$ cat config.mk
export PLATFORM = sky130hd
export DESIGN_NAME = trap_sequencer_flat
export DESIGN_NICKNAME = d
export VERILOG_FILES = /design/src/rtl/trap_sequencer_if.sv /design/src/rtl/trap_sequencer.sv /design/src/flat_wrapper.sv
export SDC_FILE = /design/constraint.sdc
export NUM_CORES = 1
export LEC_CHECK = 0
export ABC_AREA = 1
export CORE_MARGIN = 2
export CORE_UTILIZATION = 30
export DETAILED_ROUTE_END_ITERATION = 8
export PLACE_DENSITY_LB_ADDON = 0.25
export SLEW_MARGIN = 15
export SYNTH_ARGS = -nofsm -noshare
export SYNTH_HDL_FRONTEND = slang
export SYNTH_SLANG_ARGS = --single-unit
$ cat constraint.sdc
create_clock -name clk -period 3.8 [get_ports clk]
set_input_delay 0.95 -clock clk [delete_from_list [all_inputs] [get_ports clk]]
set_output_delay 0.95 -clock clk [all_outputs]
set_load 0.01 [all_outputs]
$ cat src/rtl/trap_sequencer_if.sv
// Core <-> trap sequencer bus: boundary request inputs, CSR values, and the
// trap/return strobes and CSR update values sent back.
interface trap_sequencer_if #(
    parameter int XLEN = 32
);
    logic            instr_valid_i;
    logic [XLEN-1:0] pc_i;
    logic [31:0]     instr_i;
    logic [XLEN-1:0] bad_addr_i;
    logic [5:0]      exc_req_i;
    logic            mret_i;
    logic            mtime_exc_i;
    logic [XLEN-1:0] mtvec_i;
    logic [XLEN-1:0] mepc_i;

    logic            jumpingToMtvec_o;
    logic [XLEN-1:0] excCause_o;
    logic [XLEN-1:0] trapInfo_o;
    logic [XLEN-1:0] trapPc_o;
    logic            stall_o;
    logic            redirect_o;
    logic [XLEN-1:0] redirect_pc_o;
    logic            mret_o;
    logic [31:0]     trap_count_o;

    modport slave (
        input  instr_valid_i, pc_i, instr_i, bad_addr_i, exc_req_i, mret_i,
               mtime_exc_i, mtvec_i, mepc_i,
        output jumpingToMtvec_o, excCause_o, trapInfo_o, trapPc_o, stall_o,
               redirect_o, redirect_pc_o, mret_o, trap_count_o
    );

    modport master (
        output instr_valid_i, pc_i, instr_i, bad_addr_i, exc_req_i, mret_i,
               mtime_exc_i, mtvec_i, mepc_i,
        input  jumpingToMtvec_o, excCause_o, trapInfo_o, trapPc_o, stall_o,
               redirect_o, redirect_pc_o, mret_o, trap_count_o
    );
endinterface

$ cat src/rtl/trap_sequencer.sv
// Machine-mode trap entry / MRET sequencer: prioritises boundary requests,
// captures mcause/mtval/mepc, strobes the CSR unit and redirects the PC.
module trap_sequencer #(
    parameter int              XLEN      = 32,
    parameter logic [XLEN-1:0] INT_CAUSE = XLEN'(32'h8000_0007)
) (
    input logic            clk,
    input logic            rst,
    trap_sequencer_if.slave bus
);
    typedef enum logic [1:0] {IDLE, ENTRY, VECTOR, RETURN} state_t;

    state_t          state_q, state_d;
    logic [XLEN-1:0] cause_q, cause_d;
    logic [XLEN-1:0] info_q, info_d;
    logic [XLEN-1:0] tpc_q, tpc_d;
    logic [31:0]     trap_cnt_q, trap_cnt_d;

    logic            jump;
    logic            redirect;
    logic [XLEN-1:0] redirect_pc;
    logic            mret_strobe;

    always_ff @(posedge clk or negedge rst) begin
        if (!rst) begin
            state_q    <= IDLE;
            cause_q    <= '0;
            info_q     <= '0;
            tpc_q      <= '0;
            trap_cnt_q <= '0;
        end else begin
            state_q    <= state_d;
            cause_q    <= cause_d;
            info_q     <= info_d;
            tpc_q      <= tpc_d;
            trap_cnt_q <= trap_cnt_d;
        end
    end

    always_comb begin
        state_d     = state_q;
        cause_d     = cause_q;
        info_d      = info_q;
        tpc_d       = tpc_q;
        trap_cnt_d  = trap_cnt_q;
        jump        = 1'b0;
        redirect    = 1'b0;
        redirect_pc = '0;
        mret_strobe = 1'b0;

        case (state_q)
            IDLE: begin
                // Requests are only looked at on a commit boundary; a losing
                // request is simply dropped.
                if (bus.instr_valid_i) begin
                    if ((|bus.exc_req_i) || bus.mtime_exc_i) begin
                        state_d = ENTRY;
                        tpc_d   = bus.pc_i;
                        if (bus.exc_req_i[0]) begin
                            cause_d = XLEN'(0);
                            info_d  = bus.bad_addr_i;
                        end else if (bus.exc_req_i[1]) begin
                            cause_d = XLEN'(2);
                            info_d  = XLEN'(bus.instr_i);
                        end else if (bus.exc_req_i[2]) begin
                            cause_d = XLEN'(3);
                            info_d  = bus.pc_i;
                        end else if (bus.exc_req_i[3]) begin
                            cause_d = XLEN'(11);
                            info_d  = '0;
                        end else if (bus.exc_req_i[4]) begin
                            cause_d = XLEN'(4);
                            info_d  = bus.bad_addr_i;
                        end else if (bus.exc_req_i[5]) begin
                            cause_d = XLEN'(6);
                            info_d  = bus.bad_addr_i;
                        end else begin
                            cause_d = INT_CAUSE;
                            info_d  = '0;
                        end
                    end else if (bus.mret_i) begin
                        state_d = RETURN;
                    end
                end
            end
            ENTRY: begin
                jump       = 1'b1;
                trap_cnt_d = trap_cnt_q + 32'd1;
                state_d    = VECTOR;
            end
            VECTOR: begin
                redirect    = 1'b1;
                redirect_pc = bus.mtvec_i & ~XLEN'(3);
                state_d     = IDLE;
            end
            RETURN: begin
                mret_strobe = 1'b1;
                redirect    = 1'b1;
                redirect_pc = bus.mepc_i;
                state_d     = IDLE;
            end
            default: state_d = IDLE;
        endcase
    end

    assign bus.jumpingToMtvec_o = jump;
    assign bus.excCause_o       = cause_q;
    assign bus.trapInfo_o       = info_q;
    assign bus.trapPc_o         = tpc_q;
    assign bus.stall_o          = (state_q != IDLE);
    assign bus.redirect_o       = redirect;
    assign bus.redirect_pc_o    = redirect_pc;
    assign bus.mret_o           = mret_strobe;
    assign bus.trap_count_o     = trap_cnt_q;
endmodule

$ cat src/flat_wrapper.sv
// flat-port wrapper written by rule: the top's interface ports become plain ports
module trap_sequencer_flat 
#(
    parameter int              XLEN      = 32,
    parameter logic [XLEN-1:0] INT_CAUSE = XLEN'(32'h8000_0007)
)
  (clk, rst, bus_instr_valid_i, bus_pc_i, bus_instr_i, bus_bad_addr_i, bus_exc_req_i, bus_mret_i, bus_mtime_exc_i, bus_mtvec_i, bus_mepc_i, bus_jumpingToMtvec_o, bus_excCause_o, bus_trapInfo_o, bus_trapPc_o, bus_stall_o, bus_redirect_o, bus_redirect_pc_o, bus_mret_o, bus_trap_count_o);
  trap_sequencer_if #(.XLEN(XLEN)) bus_i ();
  input logic clk;
  input logic rst;
  input wire logic [$bits(bus_i.instr_valid_i)-1:0] bus_instr_valid_i;
  input wire logic [$bits(bus_i.pc_i)-1:0] bus_pc_i;
  input wire logic [$bits(bus_i.instr_i)-1:0] bus_instr_i;
  input wire logic [$bits(bus_i.bad_addr_i)-1:0] bus_bad_addr_i;
  input wire logic [$bits(bus_i.exc_req_i)-1:0] bus_exc_req_i;
  input wire logic [$bits(bus_i.mret_i)-1:0] bus_mret_i;
  input wire logic [$bits(bus_i.mtime_exc_i)-1:0] bus_mtime_exc_i;
  input wire logic [$bits(bus_i.mtvec_i)-1:0] bus_mtvec_i;
  input wire logic [$bits(bus_i.mepc_i)-1:0] bus_mepc_i;
  output wire logic [$bits(bus_i.jumpingToMtvec_o)-1:0] bus_jumpingToMtvec_o;
  output wire logic [$bits(bus_i.excCause_o)-1:0] bus_excCause_o;
  output wire logic [$bits(bus_i.trapInfo_o)-1:0] bus_trapInfo_o;
  output wire logic [$bits(bus_i.trapPc_o)-1:0] bus_trapPc_o;
  output wire logic [$bits(bus_i.stall_o)-1:0] bus_stall_o;
  output wire logic [$bits(bus_i.redirect_o)-1:0] bus_redirect_o;
  output wire logic [$bits(bus_i.redirect_pc_o)-1:0] bus_redirect_pc_o;
  output wire logic [$bits(bus_i.mret_o)-1:0] bus_mret_o;
  output wire logic [$bits(bus_i.trap_count_o)-1:0] bus_trap_count_o;
  assign bus_i.instr_valid_i = bus_instr_valid_i;
  assign bus_i.pc_i = bus_pc_i;
  assign bus_i.instr_i = bus_instr_i;
  assign bus_i.bad_addr_i = bus_bad_addr_i;
  assign bus_i.exc_req_i = bus_exc_req_i;
  assign bus_i.mret_i = bus_mret_i;
  assign bus_i.mtime_exc_i = bus_mtime_exc_i;
  assign bus_i.mtvec_i = bus_mtvec_i;
  assign bus_i.mepc_i = bus_mepc_i;
  assign bus_jumpingToMtvec_o = bus_i.jumpingToMtvec_o;
  assign bus_excCause_o = bus_i.excCause_o;
  assign bus_trapInfo_o = bus_i.trapInfo_o;
  assign bus_trapPc_o = bus_i.trapPc_o;
  assign bus_stall_o = bus_i.stall_o;
  assign bus_redirect_o = bus_i.redirect_o;
  assign bus_redirect_pc_o = bus_i.redirect_pc_o;
  assign bus_mret_o = bus_i.mret_o;
  assign bus_trap_count_o = bus_i.trap_count_o;
  trap_sequencer #(.XLEN(XLEN), .INT_CAUSE(INT_CAUSE)) u_core (.clk(clk), .rst(rst), .bus(bus_i));
endmodule
Word level (Yosys, flattened, before mapping):

Cells that the tools add are included.

* flip-flop bits (word level): 130
* input port bits: 171
* output and inout port bits: 164
* word-level logic and storage cells: 38

* $add $sub $neg: 1
* equality and inequality tests: 5
* multiplexer cells: 20
* reductions and logical operators: 7

Operators by type and width (number)
* $mux 32: 12
* $pmux 32 s2: 1
* $add 32x1->32 const B: 1
* $mux 2: 3
* $pmux 2 s3: 1
* $reduce_or 6->1: 1
* $eq 2x2->1 const B: 2
* $mux 1: 3
* $ne 3x2->1 const B: 1
* $reduce_and 3->1: 1
* $eq 2x1->1 const B: 1
* $logic_not 2->1: 1
* $ne 2x2->1 const B: 1
* $reduce_and 2->1: 1
* $reduce_bool 2->1: 1
* $reduce_or 2->1: 1
* $logic_or 1x1->1: 1

Depth between registers and ports, before layout:

Gate-level depths: netlist of the first run.

* depth in word-level cells: 6
* mapped depth: 11
* depth with buffers taken out: 9

Worst setup path before layout of the first run:

Ideal clock, no wire load.

* kind: input-to-output
* from: in bus_mepc_i[0]
* to: out bus_redirect_pc_o[0]
* arrival: 1.141 ns
* required time: 2.850 ns
* setup slack: 1.709 ns
* stages on the path: 2
* path through: inv_1 nor2_1

* cells in the longest elaborated chain, start to end: 1

RTL lines
* start: declaration: line flat_wrapper.sv:19 `input wire logic [$bits(bus_i.mepc_i)-1:0] bus_mepc_i;`
* $pmux 32 s2: line trap_sequencer.sv:51 `case (state_q)`
* end: declaration: line flat_wrapper.sv:26 `output wire logic [$bits(bus_i.redirect_pc_o)-1:0] bus_redirect_pc_o;`

No other way between the ends.

Worst setup path in the final report of the first run:

* from: reg u_core.state_q[1]
* to: out bus_jumpingToMtvec_o

* cells in the longest elaborated chain, start to end: 2

RTL lines
* start: declaration: line trap_sequencer.sv:13 `state_t state_q, state_d;`
* start signal: assignment: line trap_sequencer.sv:32 `state_q <= state_d;`
* $eq 2x1->1: line trap_sequencer.sv:51
* $mux 1: line trap_sequencer.sv:51
* end: declaration: line flat_wrapper.sv:20 `output wire logic [$bits(bus_i.jumpingToMtvec_o)-1:0] bus_jumpingToMtvec_o;`

No other way between the ends.

==> impl_metrics.toml, run 1 <==
[die]
start_util_pct = 30.4
die_w_um = 149
die_h_um = 149
placementRows = 53
core_area_um2 = 20900
ioPinCount = 335
die-area_um2 = 22300

[final_layout]
area_delta_synth_final_pct = 53.9
drive_gt1_share_pct = 3.57
fillCellCount = 2126
final_nets = 1399
diodes = 0

[timing]
period_share_pct = 85.5
final_hold_viol_count = 0
worst_clock_skew_ns = 0.0138
fmax_mhz = 308
fin_setup_tns_ns = 0
slew_viol_final = 0
worst_pin_slew_ns = 0.876
slew_headroom_pct = 41.5
setup_violations = 0
layout_setup_ws_ns = 0.550
rsz0062_at_grt = "no"
min_period_ns = 3.25

[yosys]
yosys.area.top_type = "dfrtp_1"
synth_area_leaders = "dfrtp_1 (41%), nand2_1 (28%), nand3_1 (6.2%)"
synth_cell_types = 27
synth_flop_cell = "dfrtp_1"
synthCells = 948
synth_area_um2 = 6340
synth_common_cells = "nand2_1 (468), dfrtp_1 (103), nand3_1 (79)"
ys_seq_elements = 103
synth_top_area_share_pct = 40.6
yosysWarnings = 0
synth.most_common_cell = "nand2_1"
async_flop_share_pct = 100
yosysSeqAreaShare_pct = 40.6
synth_edf_count = 0
avgSynthCellArea_um2 = 6.69

[hold_path]
worstHoldPathType = "flop to flop"
hold_start = "u_core.bus.trapPc_o[16]"

[clocking]
clock-sinks = 103
cts_tree = "yes"
clk_pin_slew_ns = 0.07
htree_levels = 3
ctsLongestPathBuffers = 2
clock_latency_ns = 0.35
cts_root_buffer = "clkbuf_16"
cts_made_buffers = 9
postCtsResizedCells = 0
post_cts_buffers = 0
postCtsHoldBufs = 0

[drt]
drt-total-wl_mm = 21.6
drtPass1Iterations = 6
drtAntennaViolNets = 0
wl_per_cell_um = 14.3
drtIter0Drc = 371
routed_via_density = 4.46
drc_errors = 0
vias = 6723

[global_route]
antenna_found_initial = 0
grt_pass1_wl_mm = 34.6
grt_pass1_vias = 6623
grtUsageTotal_pct = 19.5
overflow = 0
grt_max_degree = 75

[critical_path]
cp-end-kind = "output port"
critPathLaunch = "u_core.state_q[1]"
timing_worst_setup_path_type = "flop to output port"
required_ns = 2.85
crit_arrival_ns = 2.30
r2r-start = "u_core.state_q[0]"
cp-start-kind = "flop"
critPathMaxFanout = 33

[power]
power.total_w = 0.00540
peakVddDrop_v = 0.000244
cellPowerDensity_nw_per_um2 = 553
p_leak_nw = 4.67

[placement]
dp_slack_ns = 0.599
gp_congestion = 0.793
dp_hpwl_mm = 15.9
port_buffers = 305

[run_status]
status = "finished clean"

[job]
drv_cap = 0
## cells in the final DEF, fill, tap and decap left out, types with 13 or more instances in the layout
master,instances
dfrtp_1,103
clkdlybuf4s50_1,303
conb_1,27
a21oi_1,32
buf_4,13
nand3_1,79
inv_1,64
o21ai_0,37
nor2_1,42
nand2_1,468
## flip-flops by register name, summed over array words and instances, names as in the netlist
signal	flops
u_core.bus.excCause_o	5
u_core.state_q	2
u_core.bus.trap_count_o	32
u_core.bus.trapInfo_o	32
u_core.bus.trapPc_o	32
## through the flow
stage	cell area [µm²]	instances	hold slack, ns	utilization, %
2_1_floorplan	6440	974	0.513	-
3_3_place_gp	9430	1491	0.462	45.1
3_5_place_dp	9430	1491	0.464	45.1
4_1_cts	9760	1507	0.484	46.7
5_1_grt	9760	1507	0.496	46.7
6_report	9760	1507	0.481	46.7
## metal layers
| metal | vias to the layer above | wire length, µm | GRT usage, % |
|---|---|---|---|
| met2 | 206 | 10200 | 32.5 |
| met3 | 23 | 1830 | 7.35 |
| met1 | 3066 | 9210 | 24.0 |
| met4 | 0 | 342 | 4.81 |
| met5 | - | 0 | 0 |
| li1 | 3428 | - | - |
## layout make-up
type | count | area [µm²] | area share, %
multi-input combinational | 728 | 3100 | 31.7
clock buffer | 11 | 253 | 2.59
tap | 275 | 344 | 3.52
clock inverter | 5 | 86.3 | 0.884
timing repair buffer | 318 | 3160 | 32.3
inverter | 67 | 251 | 2.58
sequential | 103 | 2580 | 26.4
## kinds of logic after synthesis
kind of cell	count (synthesis)	synth area share, %
xor+xnor	18	2.49
buf+inv	143	12.1
flops	103	40.6
compound gates	71	5.70
other cells	1	0.0591
simple gates	611	38.8
fa+ha+maj	1	0.197
## worst paths after layout
kind                                                     to  cells after the start  slack [ns]
worst max register to register    u_core.bus.trapInfo_o[29]                      9        1.20
min in group asynchronous       u_core.bus.trap_count_o[12]                      1        0.56
worst min register to register      u_core.bus.trapPc_o[16]                      2        0.48
worst min-delay path                u_core.bus.trapPc_o[16]                      2        0.48
worst max-delay path                   bus_jumpingToMtvec_o                      5        0.55
max in group asynchronous         u_core.bus.trapInfo_o[18]                      2        2.57
## report_power, final
group / leakage [nW] / internal [W] / switching, W
clock network: 0.167 / 0.000622 / 0.000440
logic: 3.18 / 0.00131 / 0.00131
registers: 1.32 / 0.00148 / 0.000243
total: 4.67 / 0.00340 / 0.00199
## critical path, stage by stage (launching register included)
cell and delay, ns:
dfrtp_1 0.35, buf_4 0.36, inv_2 0.07, nand2_2 0.27, clkinv_1 0.33, clkdlybuf4s50_1 0.57
No activity file was read; power rests on OpenSTA's default activity.
==> run 2, diff against run 1 <==
SKIP_LAST_GASP = 1   (was default)
==> results of run 2 <==
No change in the layout: final DEF, timing and power equal those of run 1.
==> run 3, diff against run 2 <==
CORE_ASPECT_RATIO = 1.4   (was default)
==> run 3 against run 2 <==
Utilization increased by 0.53 points. Die area is essentially flat. Cell area down 0.10%. Power is 0.34% lower. Register-to-register slack improved by 0.20 ns. Final cell count shrank 1.1%. First-iteration DRC count decreased by 14%. Global-route usage shrank 0.20 points. Hold slack got worse by 0.0026 ns. Critical path type unchanged.
==> impl_metrics.toml, run 3 (synthesis results as in run 1) <==
[drt]
drc_errors = 0
wl_per_cell_um = 14.8
drt-total-wl_mm = 22.1
drtAntennaViolNets = 0
vias = 6729
drtIter0Drc = 319
drtPass1Iterations = 5
routed_via_density = 4.52

[critical_path]
timing_worst_setup_path_type = "flop to output port"
critPathLaunch = "u_core.state_q[0]"
crit_buf_inv = 3
critical_path.max_stage_delay_ns = 0.55
cp_top_family = "buffers and inverters"
timing.rr.end = "u_core.bus.trapInfo_o[15]"
path_cells = "inv_1 -> buf_4 -> nand3_1 -> nand2_1 -> clkdlybuf4s50_1"
critPathMaxFanout = 17
crit_slowest_cell = "clkdlybuf4s50_1"
reg2reg_slack_ns = 1.40
required_ns = 2.85
cp-start-kind = "flop"
cp-endpoint = "bus_redirect_pc_o[4]"
r2r-start = "u_core.state_q[0]"
crit_cells = 5
cp-end-kind = "output port"
worstRegToRegCells = 9
crit_arrival_ns = 2.25

[timing]
setup_violations = 0
min_period_ns = 3.20
period_share_pct = 84.1
rsz0062_at_grt = "no"
fin_setup_tns_ns = 0
slew_viol_final = 0
fmax_mhz = 313
final_hold_viol_count = 0
worst_pin_slew_ns = 0.831
worst_clock_skew_ns = 0.00547
slew_headroom_pct = 44.6

[power]
peakVddDrop_v = 0.000279
cellPowerDensity_nw_per_um2 = 551
p_leak_nw = 4.68
power.total_w = 0.00538

[final_layout]
drive_gt1_share_pct = 3.57
final_nets = 1401
layout_commonest_cell = "nand2_1"
area_delta_synth_final_pct = 53.8
diodes = 0
layout_common_cells = "nand2_1 (468), clkdlybuf4s50_1 (303), dfrtp_1 (103), nand3_1 (79), inv_1 (64)"

[clocking]
post_cts_buffers = 0
clk_pin_slew_ns = 0.07
htree_levels = 3
clock_latency_ns = 0.35
ctsLongestPathBuffers = 2
cts_root_buffer = "clkbuf_16"
postCtsHoldBufs = 0
clock-sinks = 103
cts_made_buffers = 9
cts_tree = "yes"
postCtsResizedCells = 0

[die]
start_util_pct = 30.7
die_w_um = 127
placementRows = 62
die-area_um2 = 22300
die_h_um = 176
core_area_um2 = 20600
ioPinCount = 335

[placement]
port_buffers = 305
dp_hpwl_mm = 16.4
gp_congestion = 0.843

[global_route]
grtUsageTotal_pct = 19.3
grt_pass1_vias = 6417
overflow = 0
grt_pass1_wl_mm = 34.3
antenna_found_initial = 0
grt_max_degree = 75

[run_status]
status = "finished clean"

[job]
drv_cap = 0

[hold_path]
worstHoldPathType = "flop to flop"
run 3: cell count changes in the layout (fill, tap and decap cells not counted):
cell,previous run,this run
inv_6,3,0
buf_4,13,14
buf_12,1,2
clkinv_2,0,1
clkbuf_1,0,2
run 3: worst min-delay path, cell delays in order (launching register included):
cell	delay (ns)
dfrtp_1	0.35
nand2_1	0.05
nand2_1	0.05
run 3: report_power, final:
part | internal, W | switching (W)
Combinational | 0.00132 | 0.00131
Clock | 0.000614 | 0.000422
Sequential | 0.00148 | 0.000241
Total | 0.00341 | 0.00197
run 3: cell type report:
| class | instances | area (µm²) |
|---|---|---|
| fillers | 2114 | 10900 |
| repair buffers | 320 | 3180 |
| multi-input cells | 728 | 3100 |
| flip-flops and latches | 103 | 2580 |
| well taps | 256 | 320 |
| clock buffers | 13 | 260 |
| inverters | 67 | 251 |
| clock inverters | 3 | 65.1 |
run 3: metrics by stage:
| stage | cell area, µm² | std cells | worst slack, ns | hold slack, ns | util, % |
|---|---|---|---|---|---|
| after detailed placement | 9430 | 1474 | 0.673 | 0.464 | 45.7 |
| after CTS | 9750 | 1490 | 0.608 | 0.484 | 47.3 |
| after floorplan | 6440 | 974 | 1.71 | 0.513 | - |
| after global routing | 9750 | 1490 | 0.471 | 0.504 | 47.3 |
| after global placement | 9430 | 1474 | 0.677 | 0.462 | 45.7 |
| final | 9750 | 1490 | 0.604 | 0.479 | 47.3 |
run 3: routing by layer:
metal / global-route usage, % / up-vias / share of wire [%]
li1: - / 3430 / -
met1: 23.7 / 3030 / 42
met2: 32.8 / 219 / 49
met3: 3.76 / 50 / 5.5
met4: 9.02 / 0 / 3.9
met5: 0 / - / 0
run 3: how the worst min path moves through the flow:
stage          cells past startpoint  slack (ns)                      start                   endpoint
6_report                           2        0.48    u_core.bus.trapPc_o[14]    u_core.bus.trapPc_o[14]
5_1_grt                            2        0.50   u_core.bus.trapInfo_o[7]   u_core.bus.trapInfo_o[7]
4_1_cts                            2        0.48    u_core.bus.trapPc_o[14]    u_core.bus.trapPc_o[14]
3_5_place_dp                       2        0.46    u_core.bus.trapPc_o[16]    u_core.bus.trapPc_o[16]
3_3_place_gp                       2        0.46  u_core.bus.trapInfo_o[11]  u_core.bus.trapInfo_o[11]
2_1_floorplan                      2        0.51    u_core.bus.trapPc_o[20]    u_core.bus.trapPc_o[20]
